<file path="src/rtl/dispatch_issue_ctrl.sv">
// dispatch_issue_ctrl: serialises privileged issue, parks on IDLE, and inserts a bubble after redirects
module dispatch_issue_ctrl #(
  parameter int PRI_TIMEOUT  = 256,
  parameter int FLUSH_BUBBLE = 2
) (
  input  logic       clk,
  input  logic       rst,
  input  logic       is_pri_instr_i,
  input  logic       pri_retire_i,
  input  logic       is_idle_i,
  input  logic       excp_flush_i,
  input  logic       refetch_i,
  input  logic       stallreq_ex_i,
  input  logic       stallreq_mem_i,
  output logic       block_o,
  output logic       stall_o,
  output logic       flush_o,
  output logic [1:0] state_o,
  output logic       timeout_o
);
  localparam int A  = $clog2(PRI_TIMEOUT);
  localparam int B  = $clog2(FLUSH_BUBBLE + 1);
  localparam int AB = A > B ? A : B;
  localparam int CW = AB > 1 ? AB : 1;
  localparam logic [CW-1:0] BUB_LD = FLUSH_BUBBLE > 0 ? CW'(FLUSH_BUBBLE - 1) : '0;
  localparam logic [CW-1:0] TO_MAX = CW'(PRI_TIMEOUT - 1);
  typedef enum logic [1:0] {RUN = 2'b00, PRI_WAIT = 2'b01, CPU_IDLE = 2'b10, DRAIN = 2'b11} state_t;
  state_t        state_q, state_d;
  logic [CW-1:0] cnt_q, cnt_d;
  logic          timeout_q, timeout_d;
  assign flush_o   = excp_flush_i | refetch_i;
  assign stall_o   = (stallreq_ex_i | stallreq_mem_i) & ~flush_o;
  assign block_o   = state_q != RUN;
  assign state_o   = state_q;
  assign timeout_o = timeout_q;
  always_comb begin
    state_d   = state_q;
    cnt_d     = cnt_q;
    timeout_d = timeout_q;
    if (flush_o) begin
      state_d = FLUSH_BUBBLE > 0 ? DRAIN : RUN;
      cnt_d   = BUB_LD;
    end else begin
      case (state_q)
        RUN: if (is_pri_instr_i & ~stall_o) begin
          state_d = PRI_WAIT;
          cnt_d   = '0;
        end
        PRI_WAIT: if (pri_retire_i) begin
          state_d = is_idle_i ? CPU_IDLE : RUN;
        end else if (cnt_q == TO_MAX) begin
          state_d   = RUN;
          timeout_d = 1'b1;
        end else begin
          cnt_d = cnt_q + CW'(1);
        end
        CPU_IDLE: state_d = CPU_IDLE;
        DRAIN: if (cnt_q == '0) state_d = RUN;
               else cnt_d = cnt_q - CW'(1);
        default: state_d = RUN;
      endcase
    end
  end
  always_ff @(posedge clk or posedge rst) begin
    if (rst) begin
      state_q   <= RUN;
      cnt_q     <= '0;
      timeout_q <= 1'b0;
    end else begin
      state_q   <= state_d;
      cnt_q     <= cnt_d;
      timeout_q <= timeout_d;
    end
  end
endmodule

</file>
<file path="config.mk">
export PLATFORM = sky130hd
export DESIGN_NAME = dispatch_issue_ctrl
export DESIGN_NICKNAME = d
export VERILOG_FILES = /design/src/rtl/dispatch_issue_ctrl.sv
export SDC_FILE = /design/constraint.sdc
export NUM_CORES = 1
export LEC_CHECK = 0
export ABC_AREA = 1
export ABC_CLOCK_PERIOD_IN_PS = 4030
export CORE_UTILIZATION = 59
export CTS_BUF_LIST = sky130_fd_sc_hd__clkbuf_8
export DETAILED_ROUTE_END_ITERATION = 8
export HOLD_SLACK_MARGIN = 0.08
export PLACE_DENSITY = 0.86
export SKIP_LAST_GASP = 1
export SLEW_MARGIN = 20
export SYNTH_ARGS = -nofsm -noshare
export SYNTH_HDL_FRONTEND = slang
export SYNTH_SLANG_ARGS = --single-unit
</file>
<file path="constraint.sdc">
create_clock -name clk -period 4.03 [get_ports clk]
set_clock_uncertainty 0.15 [all_clocks]
set_input_delay 0.6045 -clock clk [delete_from_list [all_inputs] [get_ports clk]]
set_output_delay 0.6045 -clock clk [all_outputs]
set_load 0.005 [all_outputs]
</file>
# After elaboration in Yosys (flattened, before gate mapping)
# Index checks and enable logic that the tools add are counted.
# word_totals
ff_bits,11
input_bits,9
word_cells,42
# op_classes
addsub,2
eq_ne,10
muxes,13
n_bitwise,7
reduce_logical,7
# op_table
operator,n
8-bit two-way mux,5
8-bit one-hot mux with 3 select lines,1
"3-bit != test, second input constant",5
2-bit two-way mux,6
"8-bit by 1-bit adder with 8-bit output, second input constant",1
"8-bit equality test, second input constant",1
8-bit zero test,1
2-bit one-hot mux with 4 select lines,1
"8-bit by 1-bit subtractor with 8-bit output, second input constant",1
5-bit AND reduction,1
"2-bit equality test, second input constant",2
"4-bit != test, second input constant",1
4-bit AND reduction,1
4-bit nonzero test,1
1-bit inverter,3
3-bit AND reduction,1
1-bit bitwise AND,2
"2-bit by 1-bit equality test with 1-bit output, second input constant",1
2-bit zero test,1
1-bit OR,2
2-bit nonzero test,1

# Longest topological paths before layout
# Gate-level depths: netlist of the first run.
# logic_depth
ltp_word,8
mapped_depth,13
mapped_depth_nobuf,12

# Least setup slack after synthesis of the first run
# No wires, ideal clock.
# synth_path
kind,reg2reg
startpoint,reg state_q[0] (netlist: state_o[0])
endpoint,reg cnt_q[6]
setup_time_ns,0.117
t_arrival_ns,1.512
required_time_ns,3.763
path_slack_ns,2.251
stages_incl_launch_ff,11
synth_period_minus_slack_ns,1.779
path_cell_list,dfrtp_1 > buf_6 > nand2_4 > inv_2 > ha_1 > inv_1 > o21bai_1 > a21oi_1 > nand3b_1 > nand3_1 > nand2_1
# synth_via
elab_chain_len,3
# synth_rtl
element,line,source
from (decl),28,"state_t state_q, state_d;"
from (signal assigned),70,state_q <= state_d;
2-bit equality test (tied with other cells),44,case (state_q)
3-bit != test (no line) (tied with other cells),-,
5-bit AND reduction (no line) / 8-bit two-way mux (equally long branches),-,
to (signal assigned),71,cnt_q <= cnt_d;
to (decl),29,"logic [CW-1:0] cnt_q, cnt_d;"
# Parallel ways exist; a longest one is shown, timed or not.
# A chain may end at the register's enable or synchronous reset.

# Final worst setup path of the first run
# layout_path
startpoint,in refetch_i
endpoint,out stall_o
# layout_via
elab_chain_len,3
# layout_rtl
element,line,source
from (decl),12,"input logic refetch_i,"
1-bit OR,31,assign flush_o = excp_flush_i | refetch_i;
1-bit inverter (no line),-,
1-bit bitwise AND,32,assign stall_o = (stallreq_ex_i | stallreq_mem_i) & ~flush_o;
to (decl),16,"output logic stall_o,"
# No other way between the ends.

==> results of run 1 <==
layout make-up:
class                   instances  area [sq um]
multi-input cells             106         581.8
fillers                       121         362.8
flip-flops and latches         11         275.3
repair buffers                 14         140.1
inverters                      21         81.33
clock buffers                   3         41.29
well taps                      16         20.02
clock inverters                 1         3.754
cell usage in the layout (no fill, tap or decap):
cell type,instances
a21o_1,1
a21oi_1,2
a21oi_2,2
clkbuf_8,3
clkdlybuf4s50_1,14
dfrtp_1,11
ha_1,4
inv_1,19
inv_2,2
inv_4,1
nand2_1,37
nand2_2,3
nand2_4,1
nand3_1,14
nand3_2,2
nand3b_1,2
nand4_1,1
nor2_1,14
nor2_2,3
nor2_4,2
nor3_1,1
o21a_1,1
o21ai_1,7
o21ai_2,2
o21bai_1,3
xor2_1,4
worst max-delay path: stages:
cell and delay [ps]:
clkdlybuf4s50_1 410, nor2_2 260, inv_1 120, nor2_1 100, clkdlybuf4s50_1 500
through the flow:
stage	cells	utilization, %	worst slack (ps)	instance area, sq um
after floorplan	140	-	2251	960.9
after global placement	168	72.92	1348	1099
after detailed placement	168	72.92	1278	1099
after CTS	172	75.91	1280	1144
after global routing	172	75.91	1193	1144
final	172	75.91	1277	1144
flip-flops by register name, summed over array words and instances, names as in the netlist:
signal and flops:
cnt_q 8, state_o 2, timeout_o 1
per-layer routing:
metal / share of wire (%) / routed length [um] / GRT usage, %
met2: 51 / 1150 / 47.69
met1: 40 / 915 / 32.60
met3: 6.6 / 150 / 5.603
met5: 0 / 0 / 0
met4: 2.1 / 47 / 16.88
cells by family (layout without fill, tap and decap cells):
| group | after synthesis | in the layout |
|---|---|---|
| buffers and inverters | 23 | 39 |
| flip-flops | 11 | 11 |
| AO/OA/AOI/OAI | 18 | 18 |
| AND/OR/NAND/NOR | 80 | 80 |
| adder cells (fa/ha/maj) | 4 | 4 |
| XOR/XNOR | 4 | 4 |
power breakdown:
group	switching [mW]	leakage, nW	internal, mW	total (mW)
Sequential	0.0461	0.138	0.138	0.184
Combinational	0.218	0.416	0.147	0.365
Clock	0.0438	0.0269	0.0671	0.111
Total	0.308	0.581	0.352	0.660
path summary, 6_finish.rpt:
path / cells past startpoint / to / slack (ps) / from
min: 1 / timeout_o$_DFFE_PP0P_ / 300 / timeout_o$_DFFE_PP0P_
max reg2reg: 9 / cnt_q[6]$_DFFE_PP0P_ / 1970 / state_o[0]$_DFFE_PP0P_
max: 5 / stall_o / 1280 / refetch_i
min in group asynchronous: 2 / cnt_q[0]$_DFFE_PP0P_ / 520 / rst
max in group asynchronous: 2 / cnt_q[5]$_DFFE_PP0P_ / 2900 / rst
min reg2reg: 1 / timeout_o$_DFFE_PP0P_ / 300 / timeout_o$_DFFE_PP0P_
==> impl_metrics.json, run 1 <==
{
  "outcome": "completed",
  "crit_path_start_kind": "input pin",
  "wl_per_cell_um": 13.16,
  "synth_edf_count": 0,
  "cts_buffer_depth": 2,
  "insertion_delay_ps": 240,
  "antenna_found_initial": 0,
  "synthSimpleGateAreaFrac_pct": 39.45,
  "routabilityCongestion": 0.8624,
  "fp.dieH_um": 42.36,
  "synth.most_common_cell": "nand2_1",
  "start_util_pct": 63.79,
  "crit_arrival_ps": 2000,
  "synth_xor_area_share_pct": 3.646,
  "synth_flop_cell": "dfrtp_1",
  "async_flop_share_pct": 100.0,
  "yosysTopAreaCell": "dfrtp_1",
  "critPathKind": "input pin to output pin",
  "synth_top_family_by_area": "simple AND/OR/NAND/NOR gates",
  "setup_violations": 0,
  "yosys_warnings": 0,
  "fp.dieW_um": 42.36,
  "viasPerCell": 5.483,
  "cts_root_buf": "clkbuf_8",
  "numCtsBuffers": 3,
  "tightest_slew_ps": 430.2,
  "fmax_mhz": 363.3,
  "drc_errors": 0,
  "synthMuxAreaShare_pct": 0,
  "slew_headroom_pct": 71.29,
  "hpwl_um": 1795,
  "core.rowCount": 14,
  "drtAntennaViolNets": 0,
  "clk_pin_slew_ps": 50,
  "synth.avg_cell_area_sq_um": 6.864,
  "p_leak_nw": 0.5811,
  "finalNetCount": 170,
  "grt_pass1_wl_um": 3788,
  "yosysSeqAreaShare_pct": 28.65,
  "ctsHoldBuffers": 0,
  "synthCells": 140,
  "period_share_pct": 68.30,
  "cts_resized": 0,
  "grt.overflow.total": 0,
  "rsz0062_at_grt": "false",
  "syn_to_final_growth_pct": 19.01,
  "firstDrtPassIters": 4,
  "synth_top_area_share_pct": 28.65,
  "cts-htree-levels": 1,
  "synth_seq_cells": 11,
  "total_power_uw": 660.1,
  "synthAdderAreaFrac_pct": 5.208,
  "synth.cell_area_sq_um": 960.9,
  "ir_worst_vdd_uv": 376.6,
  "via_count": 943,
  "hold_violations": 0,
  "grt_pass1_vias": 907,
  "post-cts-setup-buffers": 0,
  "ys_top_cells_by_area": "dfrtp_1 29%, nand2_1 14%, nand3_1 7.3%",
  "p_per_area_mw_per_mm2": 577.2,
  "required_ps": 3280,
  "ys_top_cells_by_count": "37 x nand2_1, 18 x inv_1, 14 x nand3_1, 14 x nor2_1, 11 x dfrtp_1",
  "synth.distinct_cells": 25,
  "synth_compound_area_share_pct": 12.24,
  "end_kind": "output pin",
  "synth_nets": 153,
  "period_needed_ps": 2753,
  "wl_um": 2264,
  "ioPinCount": 15,
  "cp_max_fo": 6,
  "drt_iter0_drc": 33,
  "grt_max_degree": 12,
  "cts_tree": "done",
  "final-max-slew-violation-count": 0,
  "diodes": 0,
  "die-area_sq_mm": 0.001794,
  "core_sq_mm": 0.001506,
  "hold_ws_ps": 302.3,
  "drive_gt1_share_pct": 13.46,
  "port_buffers": 14,
  "clkSinkCount": 11,
  "track_usage_pct": 28.22,
  "min_path_type": "register to register",
  "tns_ps": 0,
  "drv_cap": 0
}
(Power assumes the default switching activity.)
==> run 2: changes to the inputs <==
--- a/config.mk
+++ b/config.mk
@@ -6,12 +6,12 @@
 export NUM_CORES = 1
 export LEC_CHECK = 0
 export ABC_AREA = 1
-export ABC_CLOCK_PERIOD_IN_PS = 4030
-export CORE_UTILIZATION = 59
+export ABC_CLOCK_PERIOD_IN_PS = 2700
+export CORE_UTILIZATION = 55
 export CTS_BUF_LIST = sky130_fd_sc_hd__clkbuf_8
 export DETAILED_ROUTE_END_ITERATION = 8
 export HOLD_SLACK_MARGIN = 0.08
-export PLACE_DENSITY = 0.86
+export PLACE_DENSITY = 0.81
 export SKIP_LAST_GASP = 1
 export SLEW_MARGIN = 20
 export SYNTH_ARGS = -nofsm -noshare
==> constraint.sdc (replaced) <==
create_clock -name clk -period 2.7 [get_ports clk]
set_clock_uncertainty 0.15 [all_clocks]
set_input_delay 0.405 -clock clk [delete_from_list [all_inputs] [get_ports clk]]
set_output_delay 0.405 -clock clk [all_outputs]
set_load 0.005 [all_outputs]
==> impl_metrics.json, run 2 (synthesis results as in run 1) <==
{
  "outcome": "complete, but fails checks",
  "violations": "DRC",
  "wl_per_cell_um": 12.33,
  "worst-path-buf-inv": 3,
  "cts_root_buf": "clkbuf_8",
  "cts-htree-levels": 1,
  "routabilityCongestion": 0.9322,
  "core_sq_mm": 0.001577,
  "clk_pin_slew_ps": 50,
  "core.rowCount": 14,
  "min_path_type": "register to register",
  "tns_ps": 0,
  "grt_max_degree": 12,
  "end_kind": "output pin",
  "whs_path_depth": 1,
  "slew_headroom_pct": 70.06,
  "rsz0062_at_grt": "false",
  "hpwl_um": 1651,
  "grt_pass1_wl_um": 3712,
  "antenna_found_initial": 0,
  "fin_util_pct": 72.54,
  "drive_gt1_share_pct": 13.46,
  "setup_violations": 0,
  "hold_violations": 0,
  "diodes": 0,
  "rr_startpoint": "state_o[0]$_DFFE_PP0P_",
  "p_per_area_mw_per_mm2": 852.5,
  "place_area_sq_mm": 0.001099,
  "reg2reg_to": "cnt_q[6]$_DFFE_PP0P_",
  "regToRegSetupSlack_ps": 660,
  "dpl.cell_count": 168,
  "crit_arrival_ps": 1740,
  "tightest_slew_ps": 448.6,
  "cts_resized": 0,
  "insertion_delay_ps": 240,
  "drtAntennaViolNets": 0,
  "fp.dieW_um": 43.80,
  "wl_um": 2121,
  "die-area_sq_mm": 0.001918,
  "cpMostUsedCell": "clkdlybuf4s50_1",
  "p_leak_nw": 0.5811,
  "post-cts-setup-buffers": 0,
  "grt_pass1_vias": 881,
  "largest_reg_flops": 8,
  "clkSinkCount": 11,
  "ioPinCount": 15,
  "slowest_stage": "clkdlybuf4s50_1",
  "finalNonFillerCells": 172,
  "path_cells": "clkdlybuf4s50_1 -> nor2_2 -> inv_1 -> nor2_1 -> clkdlybuf4s50_1",
  "grt.overflow.total": 0,
  "required_ps": 2140,
  "slowest_delay_ps": 500,
  "firstDrtPassIters": 6,
  "track_usage_pct": 26.38,
  "critPathTopFamily": "buffers and inverters",
  "via_count": 940,
  "fp.dieH_um": 43.80,
  "numCtsBuffers": 3,
  "final_cell_mix": "37 x nand2_1, 19 x inv_1, 14 x nor2_1, 14 x nand3_1, 14 x clkdlybuf4s50_1",
  "drt_iter0_drc": 38,
  "cts_tree": "done",
  "cts_buffer_depth": 2,
  "port_buffers": 14,
  "final-max-slew-violation-count": 0,
  "worstHoldStart": "timeout_o$_DFFE_PP0P_",
  "ctsHoldBuffers": 0,
  "period_needed_ps": 2296,
  "reg2regPathDepth": 9,
  "syn_to_final_growth_pct": 19.01,
  "fin_area_sq_mm": 0.001144,
  "final_common_cell": "nand2_1",
  "viasPerCell": 5.465,
  "period_share_pct": 85.04,
  "min_to": "timeout_o$_DFFE_PP0P_",
  "ir_worst_vdd_uv": 727.7,
  "drv_cap": 0,
  "critPathKind": "input pin to output pin",
  "regMostFlops": "cnt_q",
  "finalNetCount": 170,
  "drc_errors": 1,
  "cp_max_fo": 6,
  "start_util_pct": 60.95,
  "crit_path_start_kind": "input pin",
  "fmax_mhz": 435.5
}
## run 2: cell counts in the layout (fill, tap and decap cells not counted)
No cell type changed its count.
## run 2: where the power goes
part	switching [mW]	internal, mW
Sequential	0.0667	0.206
Clock	0.0669	0.100
Combinational	0.316	0.220
Total	0.450	0.525
## run 2: worst max-delay path by stage
| stage | startpoint | slack, ps | cells after the start | to |
|---|---|---|---|---|
| 6_report | refetch_i | 400 | 5 | stall_o |
| 3_5_place_dp | refetch_i | 400 | 5 | stall_o |
| 4_1_cts | refetch_i | 390 | 5 | stall_o |
| 5_1_grt | excp_flush_i | 330 | 5 | stall_o |
| 3_3_place_gp | refetch_i | 430 | 5 | stall_o |
| 2_1_floorplan | state_o[0]$_DFFE_PP0P_ | 920 | 10 | cnt_q[6]$_DFFE_PP0P_ |
## run 2: through the flow
step / hold WS, ps / total power, mW / worst slack [ps]
6_report: 307.4 / 0.9749 / 403.9
5_1_grt: 324.1 / 1.080 / 332.1
4_1_cts: 314.1 / 0.9760 / 394.9
3_5_place_dp: 302.1 / 0.8032 / 402.3
3_3_place_gp: 289.7 / 0.7879 / 425.1
2_1_floorplan: 107.4 / 0.6956 / 921.0
## run 2: final cells by class
type | count | area (sq um)
clock inverter | 1 | 3.754
timing repair buffer | 14 | 140.1
multi-input combinational | 106 | 581.8
inverter | 21 | 81.33
fill | 115 | 432.9
tap | 16 | 20.02
clock buffer | 3 | 41.29
sequential | 11 | 275.3
## run 2: per-layer routing
metal  vias to the layer above  global-route usage, %  wire [um]
li1                        480                      -          -
met1                       412                  36.01        968
met2                        40                  40.90        993
met3                         8                  5.000        118
met4                         0                  10.63         40
met5                         -                      0          0
==> run 3: changes to the inputs <==
--- a/config.mk
+++ b/config.mk
@@ -6,11 +6,12 @@
 export NUM_CORES = 1
 export LEC_CHECK = 0
 export ABC_AREA = 1
-export ABC_CLOCK_PERIOD_IN_PS = 2700
+export ABC_CLOCK_PERIOD_IN_PS = 2200
 export CORE_UTILIZATION = 55
 export CTS_BUF_LIST = sky130_fd_sc_hd__clkbuf_8
 export DETAILED_ROUTE_END_ITERATION = 8
 export HOLD_SLACK_MARGIN = 0.08
+export MAX_ROUTING_LAYER = met4
 export PLACE_DENSITY = 0.81
 export SKIP_LAST_GASP = 1
 export SLEW_MARGIN = 20
==> constraint.sdc (replaced) <==
create_clock -name clk -period 2.2 [get_ports clk]
set_clock_uncertainty 0.15 [all_clocks]
set_input_delay 0.33 -clock clk [delete_from_list [all_inputs] [get_ports clk]]
set_output_delay 0.33 -clock clk [all_outputs]
set_load 0.005 [all_outputs]
==> impl_metrics.json, run 3 (synthesis results as in run 1) <==
{
  "crit_arrival_ps": 1510,
  "final_cell_mix": "37 x nand2_1, 19 x inv_1, 14 x nor2_1, 14 x nand3_1, 14 x clkdlybuf4s50_1",
  "final-max-slew-violation-count": 0,
  "final_common_cell": "nand2_1",
  "wl_um": 2167,
  "p_leak_nw": 0.5949,
  "end_kind": "output pin",
  "crit_path_start_kind": "input pin",
  "tns_ps": 0,
  "period_share_pct": 90.49,
  "routabilityCongestion": 0.9054,
  "grt.overflow.total": 0,
  "syn_to_final_growth_pct": 21.35,
  "post-cts-setup-buffers": 0,
  "largest_reg_flops": 8,
  "p_per_area_mw_per_mm2": 1041,
  "start_util_pct": 60.95,
  "pre_cts_slack_ps": 200.8,
  "required_ps": 1720,
  "drtAntennaViolNets": 0,
  "slew_headroom_pct": 71.25,
  "drt_iter0_drc": 42,
  "drv_cap": 0,
  "grt_pass1_vias": 864,
  "grt.busiest_layer": "met2",
  "cts_tree": "done",
  "outcome": "complete, but fails checks",
  "cts_resized": 0,
  "die-area_sq_mm": 0.001918,
  "clkSinkCount": 11,
  "regMostFlops": "cnt_q",
  "track_usage_pct": 26.58,
  "fp.dieH_um": 43.80,
  "clk_pin_slew_ps": 50,
  "finalNetCount": 173,
  "grt_max_degree": 12,
  "use_met2_pct": 40.60,
  "violations": "DRC",
  "period_needed_ps": 1991,
  "ir_worst_vdd_uv": 801.5,
  "numCtsBuffers": 3,
  "tightest_slew_ps": 430.8,
  "cts-htree-levels": 1,
  "antenna_found_initial": 0,
  "port_buffers": 14,
  "viasPerCell": 5.497,
  "via_count": 962,
  "drive_gt1_share_pct": 15.09,
  "hold_violations": 0,
  "grt_pass1_wl_um": 3601,
  "fin_area_sq_mm": 0.001166,
  "diodes": 0,
  "met1_usage_pct": 34.97,
  "wl_per_cell_um": 12.38,
  "place_area_sq_mm": 0.001121,
  "use_met3_pct": 6.250,
  "ioPinCount": 15,
  "fmax_mhz": 502.3,
  "fp.dieW_um": 43.80,
  "min_path_type": "input pin to asynchronous set/reset pin",
  "ctsHoldBuffers": 0,
  "regToRegSetupSlack_ps": 270,
  "layout_setup_ws_ps": 209.2,
  "core.rowCount": 14,
  "firstDrtPassIters": 6,
  "insertion_delay_ps": 240,
  "cp_max_fo": 3,
  "core_sq_mm": 0.001577,
  "rsz0062_at_grt": "false",
  "drc_errors": 1,
  "setup_violations": 0,
  "cts_root_buf": "clkbuf_8",
  "cts_buffer_depth": 2,
  "critPathKind": "input pin to output pin",
  "hpwl_um": 1747
}
[run 3: final timing paths]
kind,from,depth (start not counted),endpoint
min in group clk,timeout_o$_DFFE_PP0P_,1,timeout_o$_DFFE_PP0P_
min,rst,2,cnt_q[4]$_DFFE_PP0P_
max,refetch_i,5,stall_o
max reg2reg,state_o[1]$_DFFE_PP0P_,9,cnt_q[6]$_DFFE_PP0P_
min reg2reg,timeout_o$_DFFE_PP0P_,1,timeout_o$_DFFE_PP0P_
max in group asynchronous,rst,2,state_o[0]$_DFFE_PP0P_
[run 3: layout make-up]
class	instances	area (sq um)
fillers	129	410.4
flip-flops and latches	11	275.3
repair buffers	17	162.7
multi-input cells	106	581.8
clock inverters	1	3.754
inverters	21	81.33
clock buffers	3	41.29
well taps	16	20.02
[run 3: where the power goes]
group | internal [mW] | switching (mW) | leakage, nW | total (mW)
clock | 0.123 | 0.0825 | 0.0269 | 0.206
sequential | 0.252 | 0.0740 | 0.138 | 0.326
combinational | 0.276 | 0.406 | 0.430 | 0.681
total | 0.651 | 0.562 | 0.595 | 1.21
[run 3: metrics by stage]
stage / util [%] / std cells / power, mW / hold WS [ps]
finish: 73.97 / 175 / 1.213 / 244.9
floorplan: - / 140 / 0.8537 / 32.44
detailed placement: 71.11 / 171 / 1.001 / 317.2
global placement: 71.11 / 171 / 0.9767 / 290.6
global route: 73.97 / 175 / 1.336 / 293.2
CTS: 73.97 / 175 / 1.206 / 257.7
[run 3: worst max-delay path, stage by stage]
cell and delay, ps:
clkdlybuf4s50_1 410, nor2_2 120, inv_1 70, nor2_1 80, clkdlybuf4s50_1 500
[run 3: layer usage]
| layer | up-vias | wire (um) |
|---|---|---|
| met2 | 36 | 1006 |
| met4 | 0 | 44 |
| met5 | - | 0 |
| met3 | 6 | 145 |
| met1 | 436 | 971 |
| li1 | 484 | - |
